`config.mk`:
```
export PLATFORM = sky130hd
export DESIGN_NAME = hazard_ctrl
export DESIGN_NICKNAME = d
export VERILOG_FILES = /design/src/rtl/hazard_ctrl.sv
export SDC_FILE = /design/constraint.sdc
export NUM_CORES = 1
export LEC_CHECK = 0
export ABC_AREA = 1
export CAP_MARGIN = 20
export CORE_MARGIN = 2
export CORE_UTILIZATION = 41
export DETAILED_ROUTE_END_ITERATION = 8
export PLACE_DENSITY = 0.91
export SLEW_MARGIN = 20
export SYNTH_ARGS = -nofsm -noshare
export SYNTH_HDL_FRONTEND = slang
export SYNTH_SLANG_ARGS = --single-unit
```
`constraint.sdc`:
```
create_clock -name clk -period 3.1 [get_ports clk]
set_clock_uncertainty 0.2 [all_clocks]
set_input_delay 0.93 -clock clk [delete_from_list [all_inputs] [get_ports clk]]
set_output_delay 0.93 -clock clk [all_outputs]
set_load 0.05 [all_outputs]
```
`src/rtl/hazard_ctrl.sv`:
```
// hazard_ctrl: ID-stage hazard controller for the 5-stage RISC-V pipeline.
// Produces operand forwarding selects, load-use bubbles, taken-redirect
// flushes and a data-memory wait freeze.
// Optional build macro: HAZARD_PERF_EN adds perf_stall_cnt / perf_flush_cnt.
module hazard_ctrl #(
    parameter int ADDR_W      = 5,
    parameter int FWD_EN      = 1,
    parameter int LU_BUBBLES  = 1,
    parameter int FLUSH_DEPTH = 2
) (
    input  logic              clk,
    input  logic              rst_n,
    input  logic [ADDR_W-1:0] id_rs1_addr,
    input  logic [ADDR_W-1:0] id_rs2_addr,
    input  logic              id_rs1_used,
    input  logic              id_rs2_used,
    input  logic [ADDR_W-1:0] ex_rd_addr,
    input  logic [ADDR_W-1:0] mem_rd_addr,
    input  logic [ADDR_W-1:0] wb_rd_addr,
    input  logic              ex_reg_write,
    input  logic              mem_reg_write,
    input  logic              wb_reg_write,
    input  logic              ex_mem_read,
    input  logic              redirect,
    input  logic              dmem_busy,
    output logic [1:0]        fwd_a,
    output logic [1:0]        fwd_b,
    output logic              en_IF,
    output logic              en_IFID,
    output logic              NOP_IFID,
    output logic              NOP_IDEX
`ifdef HAZARD_PERF_EN
    ,
    output logic [31:0]       perf_stall_cnt,
    output logic [31:0]       perf_flush_cnt
`endif
);

    typedef enum logic [1:0] {
        RUN      = 2'd0,
        LU_STALL = 2'd1,
        FLUSH    = 2'd2
    } state_t;

    // Counter preloads: the entry cycle itself is the first bubble/squash,
    // so the multi-cycle state only has to cover the remainder.
    localparam logic [2:0] LU_CNT_INIT = (LU_BUBBLES > 1)  ? 3'(LU_BUBBLES - 2)  : 3'd0;
    localparam logic [2:0] FL_CNT_INIT = (FLUSH_DEPTH > 2) ? 3'(FLUSH_DEPTH - 3) : 3'd0;
    localparam bit         LU_MULTI    = (FWD_EN != 0) && (LU_BUBBLES > 1);
    localparam bit         FL_MULTI    = (FLUSH_DEPTH > 2);

    state_t     r_state;
    state_t     w_state_nxt;
    logic [2:0] r_cnt;
    logic [2:0] w_cnt_nxt;
    logic [2:0] w_hit_a;      // [0] EX, [1] MEM, [2] WB
    logic [2:0] w_hit_b;
    logic       w_raw_stall;
    logic [1:0] w_fwd_a;
    logic [1:0] w_fwd_b;
    logic       w_en_if;
    logic       w_en_ifid;
    logic       w_nop_ifid;
    logic       w_nop_idex;

    function automatic logic src_hit(input logic              used,
                                     input logic [ADDR_W-1:0] src,
                                     input logic              we,
                                     input logic [ADDR_W-1:0] dst);
        return used && (src != '0) && we && (dst == src);
    endfunction

    // A load in EX has no data yet, so its match is skipped here and
    // handled as a load-use stall instead.
    function automatic logic [1:0] fwd_sel(input logic [2:0] hit, input logic ex_load);
        if (hit[0] && !ex_load) return 2'b01;
        if (hit[1])             return 2'b10;
        if (hit[2])             return 2'b11;
        return 2'b00;
    endfunction

    // Source/destination matches per pipeline stage
    always_comb begin
        w_hit_a[0] = src_hit(id_rs1_used, id_rs1_addr, ex_reg_write,  ex_rd_addr);
        w_hit_a[1] = src_hit(id_rs1_used, id_rs1_addr, mem_reg_write, mem_rd_addr);
        w_hit_a[2] = src_hit(id_rs1_used, id_rs1_addr, wb_reg_write,  wb_rd_addr);
        w_hit_b[0] = src_hit(id_rs2_used, id_rs2_addr, ex_reg_write,  ex_rd_addr);
        w_hit_b[1] = src_hit(id_rs2_used, id_rs2_addr, mem_reg_write, mem_rd_addr);
        w_hit_b[2] = src_hit(id_rs2_used, id_rs2_addr, wb_reg_write,  wb_rd_addr);
    end

    // Forwarding selects and RAW stall request
    always_comb begin
        w_fwd_a     = 2'b00;
        w_fwd_b     = 2'b00;
        w_raw_stall = 1'b0;
        if (FWD_EN != 0) begin
            w_fwd_a     = fwd_sel(w_hit_a, ex_mem_read);
            w_fwd_b     = fwd_sel(w_hit_b, ex_mem_read);
            w_raw_stall = ex_mem_read && (w_hit_a[0] || w_hit_b[0]);
        end else begin
            w_raw_stall = (|w_hit_a) || (|w_hit_b);
        end
    end

    // Next state and pipeline controls: busy > redirect > state > raw_stall
    always_comb begin
        w_state_nxt = r_state;
        w_cnt_nxt   = r_cnt;
        w_en_if     = 1'b1;
        w_en_ifid   = 1'b1;
        w_nop_ifid  = 1'b0;
        w_nop_idex  = 1'b0;
        if (dmem_busy) begin
            w_en_if   = 1'b0;
            w_en_ifid = 1'b0;
        end else if (redirect) begin
            w_nop_ifid = 1'b1;
            w_nop_idex = 1'b1;
            if (FL_MULTI) begin
                w_state_nxt = FLUSH;
                w_cnt_nxt   = FL_CNT_INIT;
            end else begin
                w_state_nxt = RUN;
                w_cnt_nxt   = 3'd0;
            end
        end else begin
            unique case (r_state)
                FLUSH: begin
                    w_nop_ifid = 1'b1;
                    if (r_cnt == 3'd0) w_state_nxt = RUN;
                    else               w_cnt_nxt   = r_cnt - 3'd1;
                end
                LU_STALL: begin
                    w_en_if    = 1'b0;
                    w_en_ifid  = 1'b0;
                    w_nop_idex = 1'b1;
                    if (r_cnt == 3'd0) w_state_nxt = RUN;
                    else               w_cnt_nxt   = r_cnt - 3'd1;
                end
                default: begin
                    if (w_raw_stall) begin
                        w_en_if    = 1'b0;
                        w_en_ifid  = 1'b0;
                        w_nop_idex = 1'b1;
                        if (LU_MULTI) begin
                            w_state_nxt = LU_STALL;
                            w_cnt_nxt   = LU_CNT_INIT;
                        end
                    end
                end
            endcase
        end
    end

    // Output drive; reset forces a free-running, non-forwarding pipeline
    always_comb begin
        fwd_a    = w_fwd_a;
        fwd_b    = w_fwd_b;
        en_IF    = w_en_if;
        en_IFID  = w_en_ifid;
        NOP_IFID = w_nop_ifid;
        NOP_IDEX = w_nop_idex;
        if (!rst_n) begin
            fwd_a    = 2'b00;
            fwd_b    = 2'b00;
            en_IF    = 1'b1;
            en_IFID  = 1'b1;
            NOP_IFID = 1'b0;
            NOP_IDEX = 1'b0;
        end
    end

    // State and counter register
    always_ff @(posedge clk or negedge rst_n) begin
        if (!rst_n) begin
            r_state <= RUN;
            r_cnt   <= 3'd0;
        end else begin
            r_state <= w_state_nxt;
            r_cnt   <= w_cnt_nxt;
        end
    end

`ifdef HAZARD_PERF_EN
    logic [31:0] r_perf_stall;
    logic [31:0] r_perf_flush;

    // Saturating counts of fetch-stalled and IF/ID-squashed cycles
    always_ff @(posedge clk or negedge rst_n) begin
        if (!rst_n) begin
            r_perf_stall <= '0;
            r_perf_flush <= '0;
        end else begin
            if (!en_IF && (r_perf_stall != '1))   r_perf_stall <= r_perf_stall + 32'd1;
            if (NOP_IFID && (r_perf_flush != '1)) r_perf_flush <= r_perf_flush + 32'd1;
        end
    end

    assign perf_stall_cnt = r_perf_stall;
    assign perf_flush_cnt = r_perf_flush;
`endif

endmodule

```
==> impl_metrics.ini <==
[run_status]
status = complete, but fails checks
violations = negative setup slack

[timing]
max_slew_margin = 0.815
finalMaxSlewViolations = 0
hold_viol_final = 0
setup_viol = 7
timing.fmax_mhz = 304
finalWorstSetupSlack_ps = -194
rsz0062_at_grt = yes
fin_crit_sh = 1.06
min_period_ps = 3290
setup_tns_ps = -739
worstMarginPinSlew_ps = 277

[yosys]
synth_top_area_share = 0.244
ys_types = 17
synth_area_per_cell_um2 = 5.04
netlist_area_um2 = 631
syn_nets = 160
synth_area_leaders = nand2_1 (24%), xor2_1 (13%), nand3_1 (10%)
yosysWarnings = 0
synthCells = 125
synth_top_area_cell = nand2_1
synth_seq_area_share = 0

[final_layout]
nFlopsAndLatches = 0
finish.utilization = 0.946
layout-drive-gt1-share = 0.635
final_area_um2 = 1390
ff_latch_area_um2 = 0
fillers = 48
fin_nets = 207
n_antenna_cell = 0
n_clock_buffer = 0
area_growth_pct = 121

[detailed_routing]
wirelength_um = 3780
ant_nets = 0
drc = 0
vias = 1150
drt_iter0_drc = 55
first_pass_iters = 4
wl_per_cell_um = 20.3
via_per_inst = 6.18

[critical_path]
crit_fanout = 5
critPathKind = input port to output pin
cp.required_ps = 1970
crit_path_start_kind = input port
worstPathArrival_ps = 2160
endpoint_kind = output pin

[clock_tree]
cts_hold_buf = 0

[grt]
grt_start_max_net_pins = 6
grt_pass1_wl_um = 4330
grt.overflow.total = 0
grt_usage = 0.304
grt_pass1_vias = 1004
antenna_found_initial = 0

[die]
num_io_pins = 43
core_um2 = 1470
die_w_um = 43.2
rows = 14
start_util = 0.429
dieArea_um2 = 1870
fp.dieH_um = 43.2

[placed_design]
gp_congestion = 0.936
placed_area_um2 = 1170
port-buffer-count = 42
dp_hpwl_um = 2080

[power]
cellPowerDensity_nw_per_um2 = 145
peakVddDrop_mv = 0.108
leakage_nw = 0.655

[min_path]
hold_path_depth = 3
hp-class = input port to output pin

[job]
cap_violations = 0
kinds of logic (layout without fill, tap and decap cells):
kind of cell | after synthesis | count (layout) | share of synthesized area
and+or+nand+nor | 74 | 74 | 0.530
buffers and inverters | 23 | 68 | 0.143
xor gates and xnor gates | 15 | 15 | 0.208
AOI/OAI and AO/OA | 13 | 13 | 0.119
synth_stat cells, drive strengths merged:
cell and count:
nand2 41, inv 22, nand3 15, nor2 12
a21oi 10, xor2 9, xnor2 6, nand4 4
nor3 2, o21ai 2, buf 1, o21a 1
final cells by class:
cell class,instances,area [µm²],share of cell area
Multi-Input combinational cell,102,761,0.547
Timing Repair Buffer,46,508,0.365
Inverter,22,103,0.0737
Tap cell,16,20.0,0.0144
metrics by stage:
stage | power [mW] | setup slack [ps] | std cells | hold slack, ps
after CTS | 0.154 | -20.7 | 185 | 2210
after global routing | 0.209 | -253 | 186 | 2140
after global placement | 0.145 | -434 | 183 | 2370
after floorplan | 0.0678 | 44.7 | 125 | 1820
final | 0.202 | -194 | 186 | 2120
after detailed placement | 0.150 | -537 | 183 | 2380
cell usage in the layout, fill, tap and decap left out, drive strengths merged:
| master | netlist | routed |
|---|---|---|
| o21a | 1 | 1 |
| xor2 | 9 | 9 |
| nor3 | 2 | 2 |
| dlymetal6s2s | 0 | 1 |
| nand2 | 41 | 41 |
| nor2 | 12 | 12 |
| xnor2 | 6 | 6 |
| clkbuf | 0 | 3 |
| o21ai | 2 | 2 |
| dlygate4sd2 | 0 | 4 |
| clkdlybuf4s50 | 0 | 2 |
| inv | 22 | 22 |
| a21oi | 10 | 10 |
| clkdlybuf4s15 | 0 | 1 |
| buf | 1 | 35 |
| nand3 | 15 | 15 |
| nand4 | 4 | 4 |
routing by layer:
| layer | vias to the layer above | wire (µm) | GRT usage |
|---|---|---|---|
| met2 | 115 | 1780 | 0.567 |
| met3 | 36 | 391 | 0.0511 |
| met4 | 0 | 294 | 0.103 |
| met1 | 510 | 1310 | 0.338 |
| li1 | 489 | - | - |
| met5 | - | 0 | 0 |
report_power, final:
| group | switching, mW | leakage (nW) | internal (mW) |
|---|---|---|---|
| clock | 0 | 0 | 0 |
| combinational | 0.114 | 0.655 | 0.0876 |
| sequential | 0 | 0 | 0 |
critical path: stages:
cell and delay (ps):
buf_4 140, nor2_1 140, nand3_1 130, nand2_1 130
inv_2 80, nand4_1 160, nand2_1 100, a21oi_2 180
buf_12 160
worst paths after layout:
kind / startpoint / to / slack [ps]
setup / recovery: id_rs1_addr[0] / fwd_a[1] / -190
hold / removal: rst_n / en_IF / 2120
what timing repair did:
item                       in CTS  in global routing
pin swaps                      39                 35
setup endpoints to repair       7                  8
setup buffers                   3                  1
resized for setup             144                 65
Note: power is estimated with default switching activity, not from simulation.
